<file path="src/rtl/lb_pkg.sv">
// Shared constants for the localbus master: FSM state encodings,
// the pad word used when a slave stays silent, and default widths.
package lb_pkg;

   localparam int LB_DATA_WIDTH = 32;
   localparam int LB_ADDR_WIDTH = 24;
   localparam int LB_NPIPE      = 16;
   localparam int LB_RSP_DEPTH  = 32;
   localparam int LB_LEN_WIDTH  = 8;

   typedef logic [2:0] lb_state_t;

   localparam lb_state_t ST_IDLE  = 3'd0;
   localparam lb_state_t ST_WRITE = 3'd1;
   localparam lb_state_t ST_READ  = 3'd2;
   localparam lb_state_t ST_DRAIN = 3'd3;
   localparam lb_state_t ST_PAD   = 3'd4;

   // Word substituted for beats a slave never answered.
   localparam logic [31:0] LB_DEADBEEF = 32'hdeadbeef;

endpackage

</file>
<file path="src/rtl/lb_rsp_fifo.sv">
// First-word-fall-through response FIFO. Output data is forced to zero
// while empty so nothing stale leaks onto the host stream.
module lb_rsp_fifo #(
   parameter int WIDTH = 33,
   parameter int DEPTH = 32
) (
   input  logic                       clk,
   input  logic                       rst_n,
   input  logic                       push_i,
   input  logic [WIDTH-1:0]           push_data_i,
   input  logic                       pop_i,
   output logic [WIDTH-1:0]           rdata_o,
   output logic                       empty_o,
   output logic                       full_o,
   output logic [$clog2(DEPTH):0]     count_o
);

   localparam int PW = $clog2(DEPTH);

   logic [WIDTH-1:0] mem [DEPTH];
   logic [PW-1:0]    wr_ptr_q, rd_ptr_q;
   logic [PW:0]      count_q;
   logic             do_push, do_pop;

   assign empty_o = (count_q == '0);
   assign full_o  = (count_q == (PW+1)'(DEPTH));
   assign count_o = count_q;
   assign do_pop  = pop_i && !empty_o;
   // A push into a full FIFO is only taken when a word leaves the same cycle.
   assign do_push = push_i && (!full_o || do_pop);
   assign rdata_o = empty_o ? '0 : mem[rd_ptr_q];

   // Storage write; contents need no reset because count gates visibility.
   always_ff @(posedge clk) begin
      if (do_push) mem[wr_ptr_q] <= push_data_i;
   end

   // Pointer and occupancy bookkeeping (depth is a power of two, pointers wrap).
   always_ff @(posedge clk or negedge rst_n) begin
      if (!rst_n) begin
         wr_ptr_q <= '0;
         rd_ptr_q <= '0;
         count_q  <= '0;
      end else begin
         if (do_push) wr_ptr_q <= wr_ptr_q + PW'(1);
         if (do_pop)  rd_ptr_q <= rd_ptr_q + PW'(1);
         case ({do_push, do_pop})
            2'b10:   count_q <= count_q + (PW+1)'(1);
            2'b01:   count_q <= count_q - (PW+1)'(1);
            default: count_q <= count_q;
         endcase
      end
   end

endmodule

</file>
<file path="src/rtl/lb_master.sv">
// Localbus master: turns host write/read-burst commands into localbus
// strobes and read delay lines, and returns read data through a
// credit-limited response FIFO.
module lb_master
   import lb_pkg::*;
#(
   parameter int DATA_WIDTH = LB_DATA_WIDTH,
   parameter int ADDR_WIDTH = LB_ADDR_WIDTH,
   parameter int NPIPE      = LB_NPIPE,
   parameter int RSP_DEPTH  = LB_RSP_DEPTH,
   parameter int LEN_WIDTH  = LB_LEN_WIDTH
) (
   input  logic                        clk,
   input  logic                        rst_n,
   input  logic                        cmd_valid,
   output logic                        cmd_ready,
   input  logic                        cmd_write,
   input  logic [ADDR_WIDTH-1:0]       cmd_addr,
   input  logic [DATA_WIDTH-1:0]       cmd_wdata,
   input  logic [LEN_WIDTH-1:0]        cmd_len,
   output logic                        rsp_valid,
   input  logic                        rsp_ready,
   output logic [DATA_WIDTH-1:0]       rsp_data,
   output logic                        rsp_last,
   output logic                        lb_wren,
   output logic [ADDR_WIDTH-1:0]       lb_waddr,
   output logic [DATA_WIDTH-1:0]       lb_wdata,
   output logic [NPIPE*ADDR_WIDTH-1:0] lb_raddr16,
   output logic [NPIPE-1:0]            lb_rden16,
   output logic [NPIPE-1:0]            lb_rdenlast16,
   input  logic [DATA_WIDTH-1:0]       lb_rdata,
   input  logic                        lb_rvalid,
   input  logic                        lb_rvalidlast,
   output logic                        busy,
   output logic                        err_noresp
);

   localparam int CNT_W = LEN_WIDTH + 1;
   localparam int FCW   = $clog2(RSP_DEPTH) + 1;

   lb_state_t             state_q, state_d;
   logic [ADDR_WIDTH-1:0] addr_q, addr_d;
   logic [DATA_WIDTH-1:0] wdata_q, wdata_d;
   logic [LEN_WIDTH-1:0]  len_q, len_d;
   logic [CNT_W-1:0]      issue_cnt_q, issue_cnt_d;
   logic [CNT_W-1:0]      rcv_cnt_q, rcv_cnt_d;
   logic                  err_q, err_d;

   logic [ADDR_WIDTH-1:0] raddr_q [NPIPE];
   logic [NPIPE-1:0]      rden_q, rdlast_q;

   logic                  issue, issue_last, rcv_last, can_issue;
   logic [CNT_W-1:0]      inflight;
   logic [31:0]           credit_sum;
   logic                  push, push_last;
   logic [DATA_WIDTH-1:0] push_word;
   logic [FCW-1:0]        fifo_count;
   logic                  fifo_full, fifo_empty;
   logic [DATA_WIDTH:0]   fifo_rdata;

   assign cmd_ready  = (state_q == ST_IDLE);
   assign busy       = (state_q != ST_IDLE);
   assign err_noresp = err_q;
   assign lb_wren    = (state_q == ST_WRITE);
   assign lb_waddr   = lb_wren ? addr_q  : '0;
   assign lb_wdata   = lb_wren ? wdata_q : '0;

   assign issue_last = (issue_cnt_q == CNT_W'(len_q));
   assign rcv_last   = (rcv_cnt_q == CNT_W'(len_q));
   // Reserve a FIFO slot for every beat still in the slave pipeline.
   assign inflight   = issue_cnt_q - rcv_cnt_q;
   assign credit_sum = 32'(fifo_count) + 32'(inflight);
   assign can_issue  = (credit_sum < 32'(RSP_DEPTH));

   // Next-state logic for the command FSM, beat issue and response capture.
   always_comb begin
      state_d     = state_q;
      addr_d      = addr_q;
      wdata_d     = wdata_q;
      len_d       = len_q;
      issue_cnt_d = issue_cnt_q;
      rcv_cnt_d   = rcv_cnt_q;
      err_d       = err_q;
      issue       = 1'b0;
      push        = 1'b0;
      push_last   = 1'b0;
      push_word   = '0;
      case (state_q)
         ST_IDLE: begin
            if (cmd_valid) begin
               addr_d = cmd_addr;
               if (cmd_write) begin
                  wdata_d = cmd_wdata;
                  state_d = ST_WRITE;
               end else begin
                  len_d       = cmd_len;
                  issue_cnt_d = '0;
                  rcv_cnt_d   = '0;
                  state_d     = ST_READ;
               end
            end
         end
         ST_WRITE: state_d = ST_IDLE;
         ST_READ, ST_DRAIN: begin
            // Last flag comes from our own beat count; the slave's flag is only a cross-check.
            if (lb_rvalid) begin
               push      = 1'b1;
               push_word = lb_rdata;
               push_last = rcv_last;
               rcv_cnt_d = rcv_cnt_q + CNT_W'(1);
               if (lb_rvalidlast != rcv_last) err_d = 1'b1;
            end
            if (state_q == ST_READ) begin
               if (can_issue) begin
                  issue       = 1'b1;
                  addr_d      = addr_q + ADDR_WIDTH'(1);
                  issue_cnt_d = issue_cnt_q + CNT_W'(1);
                  if (issue_last) state_d = ST_DRAIN;
               end
            end else if (rcv_cnt_d == CNT_W'(len_q) + CNT_W'(1)) begin
               state_d = ST_IDLE;
            end else if (rden_q == '0) begin
               // Pipeline flushed without all beats returning: slave is silent.
               state_d = ST_PAD;
               err_d   = 1'b1;
            end
         end
         ST_PAD: begin
            if (!fifo_full) begin
               push      = 1'b1;
               push_word = DATA_WIDTH'(LB_DEADBEEF);
               push_last = rcv_last;
               rcv_cnt_d = rcv_cnt_q + CNT_W'(1);
               if (rcv_last) state_d = ST_IDLE;
            end
         end
         default: state_d = ST_IDLE;
      endcase
   end

   // FSM and command/counter registers.
   always_ff @(posedge clk or negedge rst_n) begin
      if (!rst_n) begin
         state_q     <= ST_IDLE;
         addr_q      <= '0;
         wdata_q     <= '0;
         len_q       <= '0;
         issue_cnt_q <= '0;
         rcv_cnt_q   <= '0;
         err_q       <= 1'b0;
      end else begin
         state_q     <= state_d;
         addr_q      <= addr_d;
         wdata_q     <= wdata_d;
         len_q       <= len_d;
         issue_cnt_q <= issue_cnt_d;
         rcv_cnt_q   <= rcv_cnt_d;
         err_q       <= err_d;
      end
   end

   // Stage 0 of the delay lines: the beat issued this cycle, or zeros.
   always_ff @(posedge clk or negedge rst_n) begin
      if (!rst_n) begin
         raddr_q[0] <= '0;
         rden_q     <= '0;
         rdlast_q   <= '0;
      end else begin
         raddr_q[0] <= issue ? addr_q : '0;
         rden_q     <= {rden_q[NPIPE-2:0], issue};
         rdlast_q   <= {rdlast_q[NPIPE-2:0], issue && issue_last};
      end
   end

   generate
      for (genvar gi = 1; gi < NPIPE; gi++) begin : g_raddr_shift
         // Address delay line stage gi follows stage gi-1 every cycle.
         always_ff @(posedge clk or negedge rst_n) begin
            if (!rst_n) raddr_q[gi] <= '0;
            else        raddr_q[gi] <= raddr_q[gi-1];
         end
      end
      for (genvar gi = 0; gi < NPIPE; gi++) begin : g_raddr_pack
         assign lb_raddr16[gi*ADDR_WIDTH +: ADDR_WIDTH] = raddr_q[gi];
      end
   endgenerate

   assign lb_rden16     = rden_q;
   assign lb_rdenlast16 = rdlast_q;

   lb_rsp_fifo #(
      .WIDTH (DATA_WIDTH + 1),
      .DEPTH (RSP_DEPTH)
   ) u_rsp_fifo (
      .clk         (clk),
      .rst_n       (rst_n),
      .push_i      (push),
      .push_data_i ({push_word, push_last}),
      .pop_i       (rsp_ready),
      .rdata_o     (fifo_rdata),
      .empty_o     (fifo_empty),
      .full_o      (fifo_full),
      .count_o     (fifo_count)
   );

   assign rsp_valid = !fifo_empty;
   assign rsp_data  = fifo_rdata[DATA_WIDTH:1];
   assign rsp_last  = fifo_rdata[0];

endmodule

</file>
<file path="config.mk">
export PLATFORM = sky130hd
export DESIGN_NAME = lb_master
export DESIGN_NICKNAME = d
export VERILOG_FILES = /design/src/rtl/lb_pkg.sv /design/src/rtl/lb_rsp_fifo.sv /design/src/rtl/lb_master.sv
export SDC_FILE = /design/constraint.sdc
export NUM_CORES = 2
export LEC_CHECK = 0
export ABC_AREA = 0
export BUFFER_PORTS_ARGS = -buffer_cell sky130_fd_sc_hd__buf_4
export CAP_MARGIN = 20
export CORE_MARGIN = 5
export CORE_UTILIZATION = 40
export CTS_CLUSTER_SIZE = 12
export DETAILED_ROUTE_END_ITERATION = 10
export GPL_TIMING_DRIVEN = 0
export PLACE_DENSITY_LB_ADDON = 0.2
export SYNTH_ARGS = -nofsm -noshare
export SYNTH_HDL_FRONTEND = slang
export SYNTH_SLANG_ARGS = --single-unit
</file>
<file path="constraint.sdc">
create_clock -name clk -period 10.6 [get_ports clk]
set_input_delay 2.12 -clock clk [delete_from_list [all_inputs] [get_ports clk]]
set_output_delay 2.12 -clock clk [all_outputs]
set_load 0.01 [all_outputs]
</file>
# Yosys cells after proc, flatten, opt, wreduce, memory -nomap -nowiden
# Memory sizes are Yosys's and may differ from the RTL's.
# Index checks and enable logic that the tools add are counted.
# classes
n_addsub,10
order_cmp,1
n_eq_ne,20
n_mux,47
bitwise,1
reduce_logical,20
# op_table
operator,count
$mux W24,5
$mux W32,3
$pmux W32 S2,1
$mux W9,7
$pmux W24 S2,1
$mux W33,1
$pmux W9 S3,1
$add A24 B1 Y24 const B,1
$mux W3,8
$add A9 B1 Y9 const B,2
$eq A9 B8 Y1,2
$pmux W9 S2,1
$logic_not A16 Y1,1
$mux W1,14
$ne A2 B2 Y1 const B,6
$pmux W6 S2,1
$add A5 B1 Y5 const B,2
$add A6 B9 Y10,1
$lt A10 B6 Y1 const B,1
$add A8 B1 Y9 const B,1
$eq A9 B9 Y1,1
$pmux W3 S3,1
$sub A9 B9 Y9,1
$reduce_and A4 Y1,2
other kinds (25),34
# word_totals
reg_bits,518
ramBits,1056
input_bits,103
elab_cells,128
n_memories,1
# memory_table
memory,depth,word_bits,read_ports,rd_clocked_by_memory_dff,write_ports,line,rtl
u_rsp_fifo.mem,32,33,1,0,1,lb_rsp_fifo.sv:20,logic [WIDTH-1:0] mem [DEPTH];

# Logic depth before layout (Yosys ltp)
# logic_depth
ltp_word,7
ltp_mapped,17

# Cells and area by module
# Synthesis repeated with hierarchy kept, for this count alone.
# unflattened
cells_unflattened,3003
hier_area_um2,57518.9
# by_module_without_submodules
mod,n_inst,cells_each,area_each_um2,seq_area_each_um2
lb_rsp_fifo,1,1869,40984.3,32110.8
lb_master,1,1134,16534.6,12562.0

# Least setup slack after synthesis
# Ideal clock, no wire load.
# synth_path
path_type,input -> register
startpoint,input port lb_rvalid
endpoint,"memory u_rsp_fifo.mem[29][0], enable pin"
setup_time_ns,0.423
t_arrival_ns,4.737
required_time_ns,10.177
slack_ns,5.440
stages,8
n_path_buf,3
path_cell_list,clkbuf_1 and2_1 clkbuf_1 or2_2 o21a_1 buf_2 nand2_1 nor2_1
# synth_via
elab_chain_cells,5
# synth_rtl
element,line,rtl
start: declaration,lb_master.sv:32,"input logic lb_rvalid,"
$mux W1,lb_master.sv:106,if (lb_rvalid) begin
$pmux W1 S2,lb_master.sv:88,case (state_q)
$logic_and A1 B1 Y1,lb_rsp_fifo.sv:30,assign do_push = push_i && (!full_o || do_pop);
$mux W1,lb_rsp_fifo.sv:35,if (do_push) mem[wr_ptr_q] <= push_data_i;
$mux W1 (implied by the code),lb_rsp_fifo.sv:35,
end: declaration,lb_rsp_fifo.sv:20,
# No other way between the ends.

# Worst setup path after layout
# layout_path
startpoint,register u_rsp_fifo.rd_ptr_q[1]
endpoint,output port rsp_data[22]
# layout_via
elab_chain_cells,2
# layout_rtl
element,line,rtl
start: declaration,lb_rsp_fifo.sv:21,"logic [PW-1:0] wr_ptr_q, rd_ptr_q;"
start signal: assignment,lb_rsp_fifo.sv:46,if (do_pop) rd_ptr_q <= rd_ptr_q + PW'(1);
$mem_v2 Z32 W33,--,
$mux W33,lb_rsp_fifo.sv:31,assign rdata_o = empty_o ? '0 : mem[rd_ptr_q];
end: declaration,lb_master.sv:23,"output logic [DATA_WIDTH-1:0] rsp_data,"
# No other way between the ends.

==> results.md <==
- Status: finished, final reports clean
- Slew headroom: 19.1%
- Total of max-cap violations: 0
- CP bufs+invs: 4
- Final worst-path cycle share: 67.4%
- Sum Neg Setup Slack: 0 ns
- TritonCTS clock tree: yes
- Post_cts resized: 0
- Crit Path Max Fanout: 10
- Most common cell on crit path: clkbuf_1
- Post-CTS Setup Inserts: 0
- CP Capture Type: primary output
- Clock transition at path regs: 0.06 ns
- Largest net degree at the start of global routing: 105
- Final routed DRC violation total: 0
- Number of port buffers: 611
- Post-CTS Hold Fix Bufs: 0
- Yosys reg bits: 1574
- Drt initial violations: 3380
- Slowest cell on crit path: clkbuf_1
- Max incr delay on CP: 0.93 ns
- Number of flops mapped to enable cells by yosys: 1056
- Max Freq: 0.140 GHz
- CTS Buf Count: 167
- Overall Power: 19.4 mW
- Crit path launch type: flop
- Initial core utilization: 40.2%
- Routed vias/inst: 5.39
- Wire per inst: 30.7 um
- Ys async rst share: 32.9%
- CP Class: flop to primary output
- Vias: 30500
- Gpl congestion: 0.903
- Mapped Area: 0.0576 mm2
- Least-Margin Pin Slew: 1.21 ns
- Vias in the first global route: 30800
- Die ar.: 0.152 mm2
- Row cnt: 139
- CORE AREA: 0.143 mm2
- I/O pin cnt: 613
- Top_reg_cell synth: edfxtp_1
- Total clock sinks: 1574
- Final setup violation count: 0
- Yosys cell types: 65
- Die Wd: 390 um
- Final WL: 174000 um
- Share of cells above drive strength 1: 35.8%
- Worst VDD drop: 250 uV
- Congestion Overflow GR: 0
- CTS max path bufs: 3
- Unrepaired setup endpoints after global routing: false
- First-pass GRT wire length: 243000 um
- Mapped Cells: 2788
- Final hold viol count: 0
- Register area share after synthesis: 77.5%
- Layout area overhead: 23.7%
- Fin. max-slew vios: 0
- Global Route Usage Sum: 22.9%
- HPWL after DPL: 124000 um
- Pwr Density: 272 mW/mm2
- Layout Skew: 0.0529 ns
- H-tree lvl count: 4
- Syn Area/Cell: 20.7 um2
- Synth warnings: 0
- TritonRoute pass-1 iters: 6
- Nets: 3762
- Worst-skew pair later-pin latency: 0.81 ns
- Leakage: 27.5 nW
- CTS root buf: clkbuf_16
- Syn nets: 2920
- Antenna violations before repair: 20
- WP data required: 8.48 ns
- R2r setup slk: 6.15 ns
- Die extent in y: 390 um
- Post-route ant nets: 0
- Worst-path cell chain: clkbuf_1 > clkbuf_1 > clkbuf_1 > mux4_2 > mux4_2 > mux2i_1 > nor2_1 > buf_4
- Path category of the worst min-delay check: flop to flop
- CP delay by family, top: buffers and inverters
- Crit path time final: 7.15 ns
- WP data arrival: 5.03 ns
-- worst register-to-register path, cell delays in order (launching register included) --
cell and delay, ns:
dfrtp_1 0.35, clkbuf_1 0.21, nor2_2 0.27, nand2_1 0.22, a21oi_2 0.75, or2_2 0.30
o21a_1 0.12, buf_2 0.22, nand2_1 0.49, nor2_4 0.89, buf_12 0.29
-- layout make-up --
cell class	instances	area (um2)
antenna	13	32.5
buffer	136	578
clock buffer	220	4520
clock inverter	66	629
fill	11800	72000
inverter	25	98.8
multi-input combinational	1053	12500
sequential	1574	44700
tap	1903	2380
timing repair buffer	673	5840
-- Yosys cell counts (24+ instances only) --
| master | instances | share of area (%) |
|---|---|---|
| edfxtp_1 | 1056 | 55 |
| dfrtp_1 | 518 | 22 |
| mux4_2 | 330 | 13 |
| nor2_1 | 112 | 0.73 |
| clkbuf_1 | 92 | 0.60 |
| and2_1 | 85 | 0.92 |
| nand2_1 | 72 | 0.47 |
| a21oi_1 | 50 | 0.43 |
| mux2i_1 | 44 | 0.76 |
| mux2_2 | 34 | 0.66 |
| xnor2_1 | 32 | 0.49 |
| buf_2 | 30 | 0.26 |
| ha_1 | 27 | 0.59 |
| a21o_1 | 26 | 0.34 |
| inv_1 | 24 | 0.16 |
-- stage by stage --
step	util (%)	area, um2	hold WS, ns	worst slack (ns)	cells
after global routing	49.7	71300	0.358	3.33	5656
after global placement	45.1	64600	0.356	1.60	5302
after floorplan	-	57600	0.416	5.44	2788
after CTS	49.6	71000	0.346	3.49	5640
after detailed placement	46.0	65900	0.360	4.38	5354
final	49.7	71300	0.345	3.45	5663
-- sequential cells by signal (all words and copies together), names as in the netlist --
name,count
u_rsp_fifo.mem,1056
lb_raddr16,384
wdata_q,32
addr_q,24
lb_rden16,16
lb_rdenlast16,16
issue_cnt_q,9
rcv_cnt_q,9
len_q,8
u_rsp_fifo.count_o,6
u_rsp_fifo.rd_ptr_q,5
u_rsp_fifo.wr_ptr_q,5
state_q,3
err_noresp,1
-- metal layers --
layer / global-route usage, % / wire length, um / vias to the layer above
met5: 0 / 27 / -
met4: 6.24 / 3990 / 4
met3: 7.19 / 15500 / 228
met2: 33.8 / 79000 / 1214
met1: 33.1 / 75400 / 16400
li1: - / - / 12700
-- kinds of logic (layout without fill, tap and decap cells) --
family / after synthesis / after routing / share of synthesized area (%)
AO/OA/AOI/OAI: 183 / 183 / 2.17
XOR/XNOR: 50 / 50 / 0.773
adder cells (fa/ha/maj): 29 / 29 / 0.656
buffers and inverters: 161 / 1120 / 1.17
flip-flops: 1574 / 1574 / 77.5
multiplexers: 408 / 408 / 14.3
other: 0 / 13 / 0
AND/OR/NAND/NOR: 383 / 383 / 3.35
-- worst paths after layout --
check | end | cells after the start | startpoint
max in group asynchronous | lb_raddr16[349] | 4 | rst_n
min | lb_raddr16[373] | 0 | lb_raddr16[349]
max reg2reg | u_rsp_fifo.mem[30][9] | 10 | state_q[0]
min reg2reg | lb_raddr16[373] | 0 | lb_raddr16[349]
max | rsp_data[22] | 8 | u_rsp_fifo.rd_ptr_q[1]
min in group asynchronous | addr_q[8] | 1 | rst_n
-- cells in the final DEF (no fill, tap or decap), types with 7 or more instances in the layout --
master / Yosys / final
and2_1: 85 / 85
nor2_1: 112 / 80
diode_2: 0 / 13
xor2_1: 17 / 17
clkbuf_16: 0 / 168
xnor2_1: 32 / 32
clkbuf_1: 92 / 132
o22a_1: 15 / 15
clkinv_1: 0 / 25
buf_6: 4 / 7
and3_1: 15 / 15
nand3_1: 22 / 22
buf_1: 10 / 10
ha_1: 27 / 27
buf_4: 0 / 610
buf_8: 0 / 15
nor3_1: 11 / 10
o21ai_0: 22 / 22
a21o_1: 26 / 26
mux4_2: 330 / 330
dfrtp_1: 518 / 518
a31oi_1: 22 / 22
nand2b_1: 9 / 9
o21a_1: 8 / 8
inv_1: 24 / 24
buf_12: 0 / 31
buf_2: 30 / 30
nand2_1: 72 / 72
nor4_1: 10 / 10
clkbuf_8: 0 / 12
buf_16: 0 / 14
nand4_1: 17 / 17
clkinv_2: 0 / 15
mux2i_1: 44 / 44
a21oi_1: 50 / 49
edfxtp_1: 1056 / 1056
mux2_2: 34 / 34
nor2_4: 0 / 32
-- where the power goes --
part | switching [mW] | internal [mW] | leakage [nW]
Clock | 2.43 | 3.11 | 2.50
Sequential | 0.312 | 7.43 | 16.7
Combinational | 3.52 | 2.55 | 8.30
Note: power is estimated with default switching activity, not from simulation.
